### config.mk
export PLATFORM = sky130hd
export DESIGN_NAME = score_overlay
export DESIGN_NICKNAME = d
export VERILOG_FILES = /design/src/rtl/score_overlay.sv
export SDC_FILE = /design/constraint.sdc
export NUM_CORES = 1
export LEC_CHECK = 0
export CORE_ASPECT_RATIO = 1.25
export CORE_MARGIN = 3
export CORE_UTILIZATION = 35
export CTS_BUF_LIST = sky130_fd_sc_hd__clkbuf_4 sky130_fd_sc_hd__clkbuf_8 sky130_fd_sc_hd__clkbuf_16
export CTS_CLUSTER_SIZE = 25
export DETAILED_ROUTE_END_ITERATION = 10
export PLACE_DENSITY = 0.61
export SLEW_MARGIN = 40
export SYNTH_ARGS = -nofsm -noshare
export SYNTH_HDL_FRONTEND = slang
export SYNTH_SLANG_ARGS = --single-unit
### constraint.sdc
create_clock -name clk_i -period 3.35 [get_ports clk_i]
set_input_delay 0.67 -clock clk_i [delete_from_list [all_inputs] [get_ports clk_i]]
set_output_delay 0.67 -clock clk_i [all_outputs]
set_load 0.02 [all_outputs]
### src/rtl/score_overlay.sv
// ---------------------------------------------------------------------------
// score_overlay
//   Renders a binary score as decimal digits in a fixed window of a VGA frame.
//   A sequential double-dabble converter turns the captured score into BCD;
//   the result lands in a shadow register and is copied to the displayed
//   register only at frame start (pixel 0,0), so a frame never shows a mix of
//   old and new digits. Each digit is drawn from an 8x8 font, scaled up by
//   2**scale_log2_p in both directions.
//
// Ports
//   clk_i, reset_i     pixel clock, asynchronous active-high reset
//   x_i, y_i, xy_v_i   current pixel position and visible-area flag
//   score_i, score_v_i binary score and its one-cycle capture strobe
//   busy_o             converter is shifting or finishing
//   r_o, g_o, b_o      pixel colour, two cycles after x_i/y_i/xy_v_i
// ---------------------------------------------------------------------------
module score_overlay #(
    parameter int                     display_width_p  = 640,
    parameter int                     display_height_p = 480,
    parameter int                     bit_depth_p      = 8,
    parameter int                     digits_p         = 4,
    parameter int                     score_width_p    = 14,
    parameter int                     scale_log2_p     = 3,
    parameter int                     origin_x_p       = 0,
    parameter int                     origin_y_p       = 0,
    parameter logic [bit_depth_p-1:0] fg_r_p           = '1,
    parameter logic [bit_depth_p-1:0] fg_g_p           = '0,
    parameter logic [bit_depth_p-1:0] fg_b_p           = '0,
    parameter bit                     blank_lz_p       = 1'b0
) (
    input  logic                                  clk_i,
    input  logic                                  reset_i,
    input  logic [$clog2(display_width_p)-1:0]    x_i,
    input  logic [$clog2(display_height_p)-1:0]   y_i,
    input  logic                                  xy_v_i,
    input  logic [score_width_p-1:0]              score_i,
    input  logic                                  score_v_i,
    output logic                                  busy_o,
    output logic [bit_depth_p-1:0]                r_o,
    output logic [bit_depth_p-1:0]                g_o,
    output logic [bit_depth_p-1:0]                b_o
);

    function automatic longint unsigned pow10(input int unsigned n);
        longint unsigned p;
        p = 1;
        for (int unsigned i = 0; i < n; i++) begin
            p = p * 10;
        end
        return p;
    endfunction

    localparam int x_width_lp     = $clog2(display_width_p);
    localparam int y_width_lp     = $clog2(display_height_p);
    localparam int bcd_width_lp   = 4 * digits_p;
    localparam int sr_width_lp    = bcd_width_lp + score_width_p;
    localparam int cnt_width_lp   = $clog2(score_width_p + 1);
    localparam int digit_width_lp = (digits_p > 1) ? $clog2(digits_p) : 1;
    localparam int glyph_px_lp    = 8 << scale_log2_p;
    localparam int win_w_lp       = digits_p * glyph_px_lp;

    localparam longint unsigned          limit_lp     = pow10(digits_p);
    localparam logic [score_width_p-1:0] sat_value_lp = score_width_p'(limit_lp - 1);
    localparam logic [cnt_width_lp-1:0]  last_cnt_lp  = cnt_width_lp'(score_width_p - 1);

    typedef enum logic [1:0] {
        IDLE,
        SHIFT,
        DONE
    } state_t;

    // One double-dabble step: correct every BCD nibble that would overflow
    // on doubling, then shift the whole register left.
    function automatic logic [sr_width_lp-1:0] dd_step(input logic [sr_width_lp-1:0] v);
        logic [sr_width_lp-1:0] t;
        t = v;
        for (int unsigned i = 0; i < digits_p; i++) begin
            if (t[score_width_p + 4*i +: 4] >= 4'd5) begin
                t[score_width_p + 4*i +: 4] = t[score_width_p + 4*i +: 4] + 4'd3;
            end
        end
        return t << 1;
    endfunction

    // 8x8 digit font, row 0 in the top byte, bit 7 is the leftmost column.
    function automatic logic [7:0] font_row(input logic [3:0] glyph, input logic [2:0] row);
        logic [63:0] bits;
        case (glyph)
            4'd0:    bits = 64'h3C666E7666663C00;
            4'd1:    bits = 64'h1838181818187E00;
            4'd2:    bits = 64'h3C66060C30607E00;
            4'd3:    bits = 64'h3C66061C06663C00;
            4'd4:    bits = 64'h0C1C3C6C7E0C0C00;
            4'd5:    bits = 64'h7E607C0606663C00;
            4'd6:    bits = 64'h3C66607C66663C00;
            4'd7:    bits = 64'h7E060C1830303000;
            4'd8:    bits = 64'h3C66663C66663C00;
            4'd9:    bits = 64'h3C66663E06663C00;
            default: bits = '0;
        endcase
        return bits[8*(7 - int'(row)) +: 8];
    endfunction

    state_t                     state;
    logic [cnt_width_lp-1:0]    shift_cnt;
    logic [sr_width_lp-1:0]     shift_reg;
    logic [bcd_width_lp-1:0]    shadow_bcd;
    logic [bcd_width_lp-1:0]    display_bcd;
    logic [score_width_p-1:0]   pend_val;
    logic                       pend_flag;
    logic [score_width_p-1:0]   sat_score;
    logic                       commit;

    assign sat_score = (64'(score_i) >= limit_lp) ? sat_value_lp : score_i;
    assign commit    = xy_v_i && (x_i == '0) && (y_i == '0);

    // Capture and conversion FSM.
    always_ff @(posedge clk_i or posedge reset_i) begin
        if (reset_i) begin
            state      <= IDLE;
            busy_o     <= 1'b0;
            shift_cnt  <= '0;
            shift_reg  <= '0;
            shadow_bcd <= '0;
            pend_val   <= '0;
            pend_flag  <= 1'b0;
        end else begin
            if (score_v_i) begin
                pend_val  <= sat_score;
                pend_flag <= 1'b1;
            end
            case (state)
                IDLE: begin
                    shift_cnt <= '0;
                    if (pend_flag) begin
                        shift_reg <= {{bcd_width_lp{1'b0}}, pend_val};
                        // A strobe arriving in this same cycle keeps the flag set.
                        if (!score_v_i) begin
                            pend_flag <= 1'b0;
                        end
                        busy_o <= 1'b1;
                        state  <= SHIFT;
                    end
                end
                SHIFT: begin
                    shift_reg <= dd_step(shift_reg);
                    shift_cnt <= shift_cnt + 1'b1;
                    if (shift_cnt == last_cnt_lp) begin
                        state <= DONE;
                    end
                end
                DONE: begin
                    shadow_bcd <= shift_reg[sr_width_lp-1 -: bcd_width_lp];
                    busy_o     <= 1'b0;
                    state      <= IDLE;
                end
                default: begin
                    busy_o <= 1'b0;
                    state  <= IDLE;
                end
            endcase
        end
    end

    // Frame commit; reads the shadow before any same-cycle DONE write.
    always_ff @(posedge clk_i or posedge reset_i) begin
        if (reset_i) begin
            display_bcd <= '0;
        end else if (commit) begin
            display_bcd <= shadow_bcd;
        end
    end

    // Window decode and digit selection.
    logic signed [31:0]        ox;
    logic signed [31:0]        oy;
    logic                      inside_c;
    logic [digit_width_lp-1:0] digit_c;
    logic [2:0]                col_c;
    logic [2:0]                row_c;
    logic [3:0]                nib_c;
    logic                      blank_c;

    always_comb begin
        logic [3:0] dig;
        logic       lead;
        ox = $signed({{(32 - x_width_lp){1'b0}}, x_i}) - origin_x_p;
        oy = $signed({{(32 - y_width_lp){1'b0}}, y_i}) - origin_y_p;
        inside_c = (ox >= 0) && (ox < win_w_lp) && (oy >= 0) && (oy < glyph_px_lp);
        digit_c = '0;
        for (int unsigned i = 1; i < digits_p; i++) begin
            if (ox >= int'(i) * glyph_px_lp) begin
                digit_c = digit_width_lp'(i);
            end
        end
        col_c = ox[scale_log2_p +: 3];
        row_c = oy[scale_log2_p +: 3];
        // lead stays true while every digit so far (MS first) is zero.
        nib_c   = '0;
        blank_c = 1'b0;
        lead    = blank_lz_p;
        for (int unsigned i = 0; i < digits_p; i++) begin
            dig  = display_bcd[4*(digits_p - 1 - i) +: 4];
            lead = lead && (dig == 4'd0) && (i != digits_p - 1);
            if (digit_c == digit_width_lp'(i)) begin
                nib_c   = dig;
                blank_c = lead;
            end
        end
    end

    // Pixel pipeline: stage 1 holds the ROM address and qualifiers,
    // stage 2 is the colour register fed by the ROM row.
    logic       s1_inside;
    logic       s1_valid;
    logic       s1_blank;
    logic [2:0] s1_col;
    logic [6:0] s1_addr;
    logic [7:0] rom_row;
    logic       lit;

    assign rom_row = font_row(s1_addr[6:3], s1_addr[2:0]);
    assign lit     = s1_inside && s1_valid && !s1_blank && rom_row[3'd7 - s1_col];

    always_ff @(posedge clk_i or posedge reset_i) begin
        if (reset_i) begin
            s1_inside <= 1'b0;
            s1_valid  <= 1'b0;
            s1_blank  <= 1'b0;
            s1_col    <= '0;
            s1_addr   <= '0;
            r_o       <= '0;
            g_o       <= '0;
            b_o       <= '0;
        end else begin
            s1_inside <= inside_c;
            s1_valid  <= xy_v_i;
            s1_blank  <= blank_c;
            s1_col    <= col_c;
            s1_addr   <= {nib_c, row_c};
            r_o       <= lit ? fg_r_p : '0;
            g_o       <= lit ? fg_g_p : '0;
            b_o       <= lit ? fg_b_p : '0;
        end
    end

endmodule

==> results of run 1 <==
[per-layer routing]
metal / share of wire, % / wire length, um / global-route usage (%) / vias up
met5: 0 / 0 / 0 / -
met4: 2.1 / 227 / 5.56 / 0
met3: 4.9 / 528 / 2.55 / 15
met2: 48 / 5140 / 22.0 / 109
met1: 45 / 4890 / 18.2 / 1812
li1: - / - / - / 1882
[worst reg2reg max path, delay by kind of cell (launching register included)]
family	cells	cell delay [ns]
AND/OR/NAND/NOR	1	0.09
buffers and inverters	1	0.16
flip-flops	1	0.51
adder cells (fa/ha/maj)	1	0.37
AO/OA/AOI/OAI	5	1.29
[power by group through the flow]
stage | logic (mW) | clock network (mW) | registers, mW
floorplan | 0.839 | 0 | 1.64
global placement | 1.00 | 0 | 1.71
detailed placement | 1.05 | 0 | 1.73
CTS | 1.06 | 1.17 | 1.71
global route | 1.20 | 1.21 | 1.75
finish | 1.04 | 1.13 | 1.71
[cells by family (layout without fill, tap and decap cells)]
family / Yosys count / in the layout / share of synthesized area, %
AO/OA/AOI/OAI: 143 / 143 / 17.4
XOR/XNOR: 7 / 7 / 1.18
adder cells (fa/ha/maj): 17 / 17 / 4.11
buffers and inverters: 78 / 98 / 8.29
flip-flops: 97 / 97 / 46.9
multiplexers: 40 / 40 / 9.21
other: 1 / 16 / 0.0724
AND/OR/NAND/NOR: 140 / 140 / 12.9
[path summary, 6_finish.rpt]
| check | endpoint | cells after the start |
|---|---|---|
| worst max-delay path | r_o[6] | 8 |
| worst min-delay path | shift_reg[5] | 2 |
| worst max register to register | r_o[6] | 8 |
| worst min register to register | shift_reg[5] | 2 |
| max in group asynchronous | pend_val[2] | 3 |
| min in group asynchronous | s1_addr[1] | 2 |
[stage by stage]
stage / hold WS (ns) / util, % / setup slack [ns] / instance area (sq um)
floorplan: 0.444 / - / 0.146 / 5230
detailed placement: 0.476 / 39.2 / 0.559 / 5680
finish: 0.486 / 41.5 / 0.818 / 6010
global placement: 0.462 / 39.2 / 0.629 / 5670
CTS: 0.491 / 41.5 / 0.820 / 6010
global route: 0.513 / 41.5 / 0.686 / 6010
[synth_stat cells (2+ instances only)]
cell type | instances | area [sq um]
dfrtp_1 | 97 | 2430
nand2_1 | 56 | 210
o21ai_0 | 53 | 265
inv_1 | 28 | 105
nor2_1 | 28 | 105
a21oi_1 | 27 | 135
buf_4 | 26 | 195
mux2_2 | 21 | 236
ha_1 | 17 | 213
nand2b_1 | 17 | 106
clkbuf_1 | 13 | 48.8
o22ai_1 | 12 | 75.1
nand3_1 | 11 | 55.1
mux2_4 | 10 | 150
mux2i_1 | 9 | 90.1
o22a_1 | 8 | 70.1
o31ai_1 | 8 | 60.1
nor3_1 | 7 | 35.0
buf_2 | 6 | 30.0
nor2b_1 | 6 | 37.5
a2111oi_0 | 4 | 35.0
a221oi_1 | 4 | 35.0
xnor2_1 | 4 | 35.0
a211oi_1 | 3 | 22.5
a41oi_1 | 3 | 26.3
nor4_1 | 3 | 18.8
o221ai_1 | 3 | 26.3
xor2_1 | 3 | 26.3
a21boi_0 | 2 | 15.0
a32o_1 | 2 | 20.0
buf_1 | 2 | 7.51
buf_6 | 2 | 22.5
nand3b_1 | 2 | 15.0
o211ai_1 | 2 | 15.0
o32a_1 | 2 | 20.0
[area by class of cell]
type	count	area, sq um
inverter	28	106
sequential	97	2430
tap	178	223
timing repair buffer	54	531
multi-input combinational	363	2390
clock inverter	6	93.8
fill	1403	8460
clock buffer	10	239
==> out/results.ini, run 1 <==
[outcome]
outcome = completed

[run]
drv_cap = 0

[clock_tree]
cts_buffers = 9
cts_resized = 0
cts_num_sinks = 97
root_buffer = clkbuf_16
clkLatencyLatePin_ns = 0.34
clkTransAtPathRegs_ns = 0.07
cts_buffer_depth = 2
cts_tree = yes
h-tree-depth = 3
post_cts_buffers = 0
cts_hold_buf = 0

[logic_synthesis]
synth_cells = 523
ys_seq_elements = 97
synth_area_sq_um = 5180
yosysSeqAreaShare_pct = 46.9
synth.avg_cell_area_sq_um = 9.90
synth_ff_type = dfrtp_1
yosys_warnings = 0
synth-async-reset-ratio_pct = 100
yosys.cell_types.count = 57
synth_enable_flop_cells = 0

[timing]
timing.final.crit_share_pct = 75.6
maxSlewHeadroom_pct = 47.4
clock_skew_ns = 0.00531
max_freq_mhz = 395
rsz0062_at_grt = false
period_needed_ns = 2.53
setup_violations = 0
hold_viol = 0
setup_tns_ns = 0
tightest_slew_ns = 0.788
slew_violations = 0

[place]
dp_hpwl_mm = 7.81
buffer_ports.inserted = 45
gp_congestion = 0.889
place_inst = 720

[setup_path]
path_cells = inv_1 -> ha_1 -> nand2b_1 -> a21boi_0 -> a2111oi_0 -> o311a_1 -> a31oi_1 -> o211ai_1
criticalPathCategory = register to register
crit_slowest_cell = a2111oi_0
critPathLaunch = s1_addr[3]
reg2reg_setup_slack_ns = 0.82
cp_top_family = compound AO/OA/AOI/OAI gates
critPathMaxFanout = 6
crit_path_end_kind = register
start_kind = register
cp.required_ns = 3.58
slowest_delay_ns = 0.62
path_buf_inv = 1
r2r_start = s1_addr[3]
crit_arrival_ns = 2.76

[route]
vias_per_cell = 5.19
route.detailed.drc = 0
firstDrtPassIters = 4
num_vias = 3818
drt_iter0_markers = 227
wl_mm = 10.8
post_drt_wl_per_cell_um = 14.7
ant_nets = 0

[global_routing]
grt.overflow.total = 0
first_global_vias = 3685
grt_max_degree = 45
antenna_found_initial = 0
grt_pass1_wl_mm = 18.1
grt_usage_pct = 13.7

[power]
total_power_mw = 3.88
p_int_mw = 2.61
leakagePower_nw = 2.65
swShare_pct = 32.8
vdd_drop_max_uv = 255
p_switching_mw = 1.27
p_comb_share_pct = 26.9
clkPwrFrac_pct = 29.2
powerDensity_nw_per_um2 = 646
p_seq_share_pct = 43.9

[finish]
largest_reg_flops = 30
drive_above_1_share_pct = 11.5
diodes = 0
nNetsFinal = 607
mostFrequentLayoutCell = dfrtp_1
fin_cells = 736
areaGrowthSynthToFinish_pct = 16.1
final_cell_mix = 97 x dfrtp_1, 56 x nand2_1, 53 x o21ai_0, 45 x clkdlybuf4s50_1, 28 x nor2_1

[floorplanning]
fp.coreArea_sq_um = 14500
die_area_sq_um = 16300
die_h_um = 142
start_util_pct = 35.8
die_x_um = 115
rows = 49
io_pins = 62

[worst_hold_path]
hold_class = register to register
min_from = shift_reg[5]

Note: power is estimated with default switching activity, not from simulation.
==> run 2: changes to the inputs <==
Clock period 3.35 ns to 2.3 ns, I/O delays scaled along.
==> out/results.ini, run 2 (same netlist as run 1, synthesis figures left out) <==
[outcome]
outcome = completed

[place]
gp_congestion = 0.865  ; -2.7%
dp_hpwl_mm = 7.88  ; +1.0%
place_area_sq_um = 5870  ; +3.5%
buffer_ports.inserted = 45  ; unchanged

[power]
p_switching_mw = 1.84  ; +45%
clkPwrFrac_pct = 27.8  ; -1.4 points
swShare_pct = 33.1  ; +0.28 points
powerDensity_nw_per_um2 = 898  ; +39%
vdd_drop_max_uv = 386  ; +52%
p_comb_share_pct = 28.0  ; +1.1 points
p_int_mw = 3.73  ; +43%
leakagePower_nw = 2.75  ; +4.0%
p_seq_share_pct = 44.2  ; +0.3 points

[route]
wl_mm = 10.9  ; +0.73%
vias_per_cell = 5.16  ; -0.52%
drt_iter0_markers = 210  ; -7.5%
post_drt_wl_per_cell_um = 14.3  ; -2.6%
firstDrtPassIters = 4  ; unchanged
route.detailed.drc = 0  ; unchanged
num_vias = 3927  ; +2.9%
ant_nets = 0  ; unchanged

[setup_path]
r2r_cells = 9  ; +1
cp.required_ns = 2.52  ; -1.06 ns
critPathMaxFanout = 3  ; -3
reg2reg_setup_slack_ns = 0.14  ; -0.68 ns
r2r_start = s1_addr[3]
criticalPathCategory = register to register
crit_arrival_ns = 2.38  ; -0.38 ns
crit_end = r_o[6]
r2r-end = r_o[6]
critPathLaunch = s1_addr[3]
start_kind = register
crit_path_end_kind = register

[global_routing]
grt_max_degree = 98  ; +120%
grt_usage_pct = 14.0  ; +0.29 points
top_usage_layer = met2
first_global_vias = 3884  ; +5.4%
antenna_found_initial = 0  ; unchanged
grt_pass1_wl_mm = 18.5  ; +2.3%
grt.overflow.total = 0  ; unchanged
use_met1_pct = 17.4  ; -0.78 points
grt_util_met3_pct = 2.34  ; -0.21 points
use_met2_pct = 23.6  ; +1.7 points

[floorplanning]
fp.coreArea_sq_um = 14500  ; unchanged
die_h_um = 142  ; unchanged
die_x_um = 115  ; unchanged
io_pins = 62  ; unchanged
die_area_sq_um = 16300  ; unchanged
rows = 49  ; unchanged
start_util_pct = 35.8  ; unchanged

[timing]
hold_viol = 0  ; unchanged
setup_tns_ns = 0  ; unchanged
slew_violations = 0  ; unchanged
timing.final.crit_share_pct = 93.9  ; +18 points
rsz0062_at_grt = false
max_freq_mhz = 463  ; +17%
maxSlewHeadroom_pct = 50.2  ; +2.7 points
clock_skew_ns = 0.00937  ; +0.00406 ns
tightest_slew_ns = 0.748  ; -0.0408 ns
holdWs_ns = 0.483  ; -0.00276 ns
setup_violations = 0  ; unchanged
period_needed_ns = 2.16  ; -0.372 ns

[clock_tree]
h-tree-depth = 3  ; unchanged
clkLatencyLatePin_ns = 0.34  ; about the same
root_buffer = clkbuf_16
cts_buffer_depth = 2  ; unchanged
cts_num_sinks = 97  ; unchanged
cts_hold_buf = 0  ; unchanged
clkTransAtPathRegs_ns = 0.07  ; about the same
post_cts_buffers = 0  ; unchanged
cts_buffers = 9  ; unchanged
cts_tree = yes

[finish]
diodes = 0  ; unchanged
areaGrowthSynthToFinish_pct = 19.8
post-route-util_pct = 42.9  ; +1.3 points
final_cell_mix = 97 x dfrtp_1, 56 x nand2_1, 53 x o21ai_0, 45 x clkdlybuf4s50_1, 32 x buf_4
drive_above_1_share_pct = 16.1  ; +4.7 points
mostFrequentLayoutCell = dfrtp_1
largest_reg_flops = 30  ; unchanged
design_area_sq_um = 6200  ; +3.2%
nFillCells = 1392  ; -0.78%
nNetsFinal = 632  ; +4.1%

[run]
drv_cap = 0  ; unchanged

[worst_hold_path]
hold_class = register to register

## run 2: cell types whose count changed in the layout (fill, tap and decap cells not counted), sizes merged
| cell | previous run | this run |
|---|---|---|
| buf | 9 | 34 |
| bufinv | 2 | 1 |
| clkbuf | 10 | 11 |
| clkinv | 1 | 2 |
| inv | 30 | 29 |
## run 2: final cells by class
| class | count | area (sq um) | area share [%] |
|---|---|---|---|
| timing repair buffer | 79 | 731 | 11.8 |
| sequential | 97 | 2430 | 39.1 |
| tap | 178 | 223 | 3.59 |
| clock inverter | 5 | 61.3 | 0.989 |
| clock buffer | 11 | 246 | 3.97 |
| multi-input combinational | 363 | 2400 | 38.8 |
| inverter | 28 | 109 | 1.76 |
## run 2: power groups by stage
stage / combinational [mW] / clock (mW) / sequential (mW)
2_1_floorplan: 1.22 / 0 / 2.39
3_3_place_gp: 1.51 / 0 / 2.48
3_5_place_dp: 1.58 / 0 / 2.50
4_1_cts: 1.58 / 1.60 / 2.47
5_1_grt: 1.81 / 1.66 / 2.53
6_report: 1.56 / 1.55 / 2.46
## run 2: per-layer routing
metal,wire length [um],part of all wire (%)
met1,4920,45
met2,5240,48
met3,473,4.4
met4,235,2.2
met5,0,0
## run 2: metrics by stage
step	setup WS, ns	power [mW]	cells
after floorplan	0.346	3.61	538
after global placement	-0.115	3.98	745
after detailed placement	-0.0999	4.07	745
after CTS	0.0246	5.65	761
after global routing	0.00848	6.00	761
final	0.140	5.57	761
## run 2: worst min path at each step
stage | startpoint | endpoint | slack [ns] | depth (start not counted)
after floorplan | shadow_bcd[12] | shadow_bcd[12] | 0.44 | 2
after global placement | shift_reg[13] | shift_reg[13] | 0.46 | 2
after detailed placement | shift_reg[13] | shift_reg[13] | 0.47 | 2
after CTS | shift_reg[13] | shift_reg[13] | 0.49 | 2
after global routing | shift_reg[13] | shift_reg[13] | 0.51 | 2
final | shift_reg[13] | shift_reg[13] | 0.48 | 2
## run 2: what timing repair did
action	CTS	global route
setup endpoints to repair	0	1
endpoints found under the hold margin	0	0
gates resized for setup	0	8
## run 2: critical path, stage by stage (launching register included)
cell	delay [ns]
dfrtp_1	0.35
inv_1	0.09
buf_4	0.15
ha_1	0.21
nor2_1	0.13
a22oi_1	0.11
a221oi_1	0.42
o311a_1	0.22
a31oi_1	0.05
o211ai_1	0.30
==> run 3: changes to the inputs <==
Settings changed: PLACE_DENSITY 0.61 to unset, PLACE_DENSITY_LB_ADDON set to 0.12.
==> out/results.ini, run 3 (same netlist as run 1, synthesis figures left out) <==
[finish]
design_area_sq_um = 6180  ; -0.38%
nNetsFinal = 621  ; -1.7%
ff_latch_area_sq_um = 2430  ; unchanged
nFillCells = 1429  ; +2.7%
diodes = 0  ; unchanged
fin_cells = 750  ; -1.4%
drive_above_1_share_pct = 13.6  ; -2.5 points
largest_reg_flops = 30  ; unchanged
post-route-util_pct = 42.7  ; -0.16 points
multi_input_area_sq_um = 2380  ; -0.88%
mostFrequentLayoutCell = dfrtp_1
final_cell_mix = 97 x dfrtp_1, 56 x nand2_1, 53 x o21ai_0, 45 x clkdlybuf4s50_1, 28 x nor2_1
areaGrowthSynthToFinish_pct = 19.3

[route]
ant_nets = 0  ; unchanged
vias_per_cell = 5.08  ; -1.5%
num_vias = 3812  ; -2.9%
post_drt_wl_per_cell_um = 14.6  ; +2.1%
firstDrtPassIters = 4  ; unchanged
route.detailed.drc = 0  ; unchanged
drt_iter0_markers = 202  ; -3.8%
wl_mm = 10.9  ; +0.65%

[setup_path]
path_cells = nand2b_1 -> a21boi_0 -> a2111oi_0 -> o311a_1 -> a31oi_1 -> o211ai_1
critPathMaxFanout = 19  ; +16
criticalPathCategory = register to register
crit_slowest_cell = dfrtp_1
r2r_start = s1_addr[0]
crit_arrival_ns = 2.33  ; -0.05 ns
path_buf_inv = 0  ; -2
reg2reg_setup_slack_ns = 0.24  ; +0.10 ns
start_kind = register
critPathLaunch = s1_addr[0]
r2r-end = r_o[6]
crit_path_end_kind = register
r2r_cells = 6  ; -3
slowest_delay_ns = 0.62  ; +0.20 ns
cp.required_ns = 2.57  ; +0.05 ns
cp_top_family = compound AO/OA/AOI/OAI gates

[global_routing]
grt_usage_pct = 14.1  ; +0.15 points
grt_pass1_wl_mm = 18.5  ; -0.26%
antenna_found_initial = 0  ; unchanged
grt_max_degree = 29  ; -70%
first_global_vias = 3751  ; -3.4%
grt.overflow.total = 0  ; unchanged

[floorplanning]
fp.coreArea_sq_um = 14500  ; unchanged
die_area_sq_um = 16300  ; unchanged
io_pins = 62  ; unchanged
start_util_pct = 35.8  ; unchanged
die_x_um = 115  ; unchanged
rows = 49  ; unchanged
die_h_um = 142  ; unchanged

[timing]
holdWs_ns = 0.485  ; +0.00272 ns
timing.final.crit_share_pct = 89.6  ; -4.3 points
rsz0062_at_grt = false
hold_viol = 0  ; unchanged
setup_violations = 0  ; unchanged
tightest_slew_ns = 0.687  ; -0.0602 ns
slew_violations = 0  ; unchanged
period_needed_ns = 2.06  ; -0.0999 ns
max_freq_mhz = 485  ; +4.9%
clock_skew_ns = 0.00901  ; -0.000357 ns
worst_slack_ns = 0.240  ; +0.0999 ns
maxSlewHeadroom_pct = 54.2  ; +4.0 points
setup_tns_ns = 0  ; unchanged

[power]
leakagePower_nw = 2.73  ; -0.81%
p_seq_share_pct = 43.3  ; -0.9 points
p_comb_share_pct = 27.0  ; -1.0 points
vdd_drop_max_uv = 451  ; +17%
p_switching_mw = 1.87  ; +1.6%
powerDensity_nw_per_um2 = 919  ; +2.3%
clkPwrFrac_pct = 29.7  ; +1.9 points
swShare_pct = 33.0  ; -0.10 points
p_int_mw = 3.80  ; +2.0%
total_power_mw = 5.68  ; +1.9%

[worst_hold_path]
min_to = shadow_bcd[4]
whs_path_depth = 2  ; unchanged
hold_class = register to register
min_from = shadow_bcd[4]

[clock_tree]
cts_tree = yes
cts_buffer_depth = 2  ; unchanged
cts_hold_buf = 0  ; unchanged
clkTransAtPathRegs_ns = 0.07  ; about the same
root_buffer = clkbuf_16
cts_buffers = 9  ; unchanged
clkLatencyLatePin_ns = 0.35  ; about the same
cts_num_sinks = 97  ; unchanged
h-tree-depth = 3  ; unchanged

[outcome]
outcome = completed

[place]
gp_congestion = 0.860  ; -0.56%
buffer_ports.inserted = 45  ; unchanged
dp_hpwl_mm = 8.20  ; +4.0%
place_area_sq_um = 5840  ; -0.55%
place_inst = 734  ; -1.5%
place_ws_ns = -0.102  ; -0.00242 ns

[run]
drv_cap = 0  ; unchanged

## run 3: changes by cell type in the layout (fill, tap and decap cells not counted), moves of 2 or more
cell and change:
buf_4 -15, buf_12 +4, a2111oi_0 +2, inv_8 +2
## run 3: worst max-delay path by stage
| stage | end | slack, ns | depth (start not counted) |
|---|---|---|---|
| floorplan | r_o[6] | 0.35 | 8 |
| global placement | display_bcd[10] | -0.1 | 6 |
| detailed placement | display_bcd[10] | -0.10 | 6 |
| CTS | r_o[6] | 0.16 | 8 |
| global route | r_o[6] | 0.04 | 6 |
| finish | r_o[6] | 0.24 | 6 |
## run 3: cell type report
cell class	instances	share of cell area (%)
inverters	28	1.76
repair buffers	68	11.3
clock buffers	9	3.65
multi-input cells	363	38.6
well taps	178	3.60
flip-flops and latches	97	39.3
clock inverters	7	1.82
## run 3: what timing repair did
item / in CTS / in global routing
setup endpoints to repair: 0 / 1
buffers inserted: 0 / 0
resized for setup: 0 / 1
## run 3: per-layer routing
metal | global-route usage (%) | routed length, um
met5 | 0 | 0
met4 | 5.32 | 187
met3 | 2.64 | 415
met2 | 23.9 | 5480
met1 | 17.9 | 4850
## run 3: worst reg2reg max path, delay by kind of cell (launching register included)
kind / cells / cell delay [ns]
AOI/OAI and AO/OA: 5 / 1.08
DFF: 1 / 0.62
and+or+nand+nor: 1 / 0.28
## run 3: power groups by stage
| stage | sequential [mW] | clock [mW] | combinational [mW] |
|---|---|---|---|
| 2_1_floorplan | 2.39 | 0 | 1.22 |
| 3_3_place_gp | 2.48 | 0 | 1.53 |
| 3_5_place_dp | 2.50 | 0 | 1.56 |
| 4_1_cts | 2.46 | 1.75 | 1.56 |
| 5_1_grt | 2.54 | 1.82 | 1.79 |
| 6_report | 2.46 | 1.69 | 1.53 |
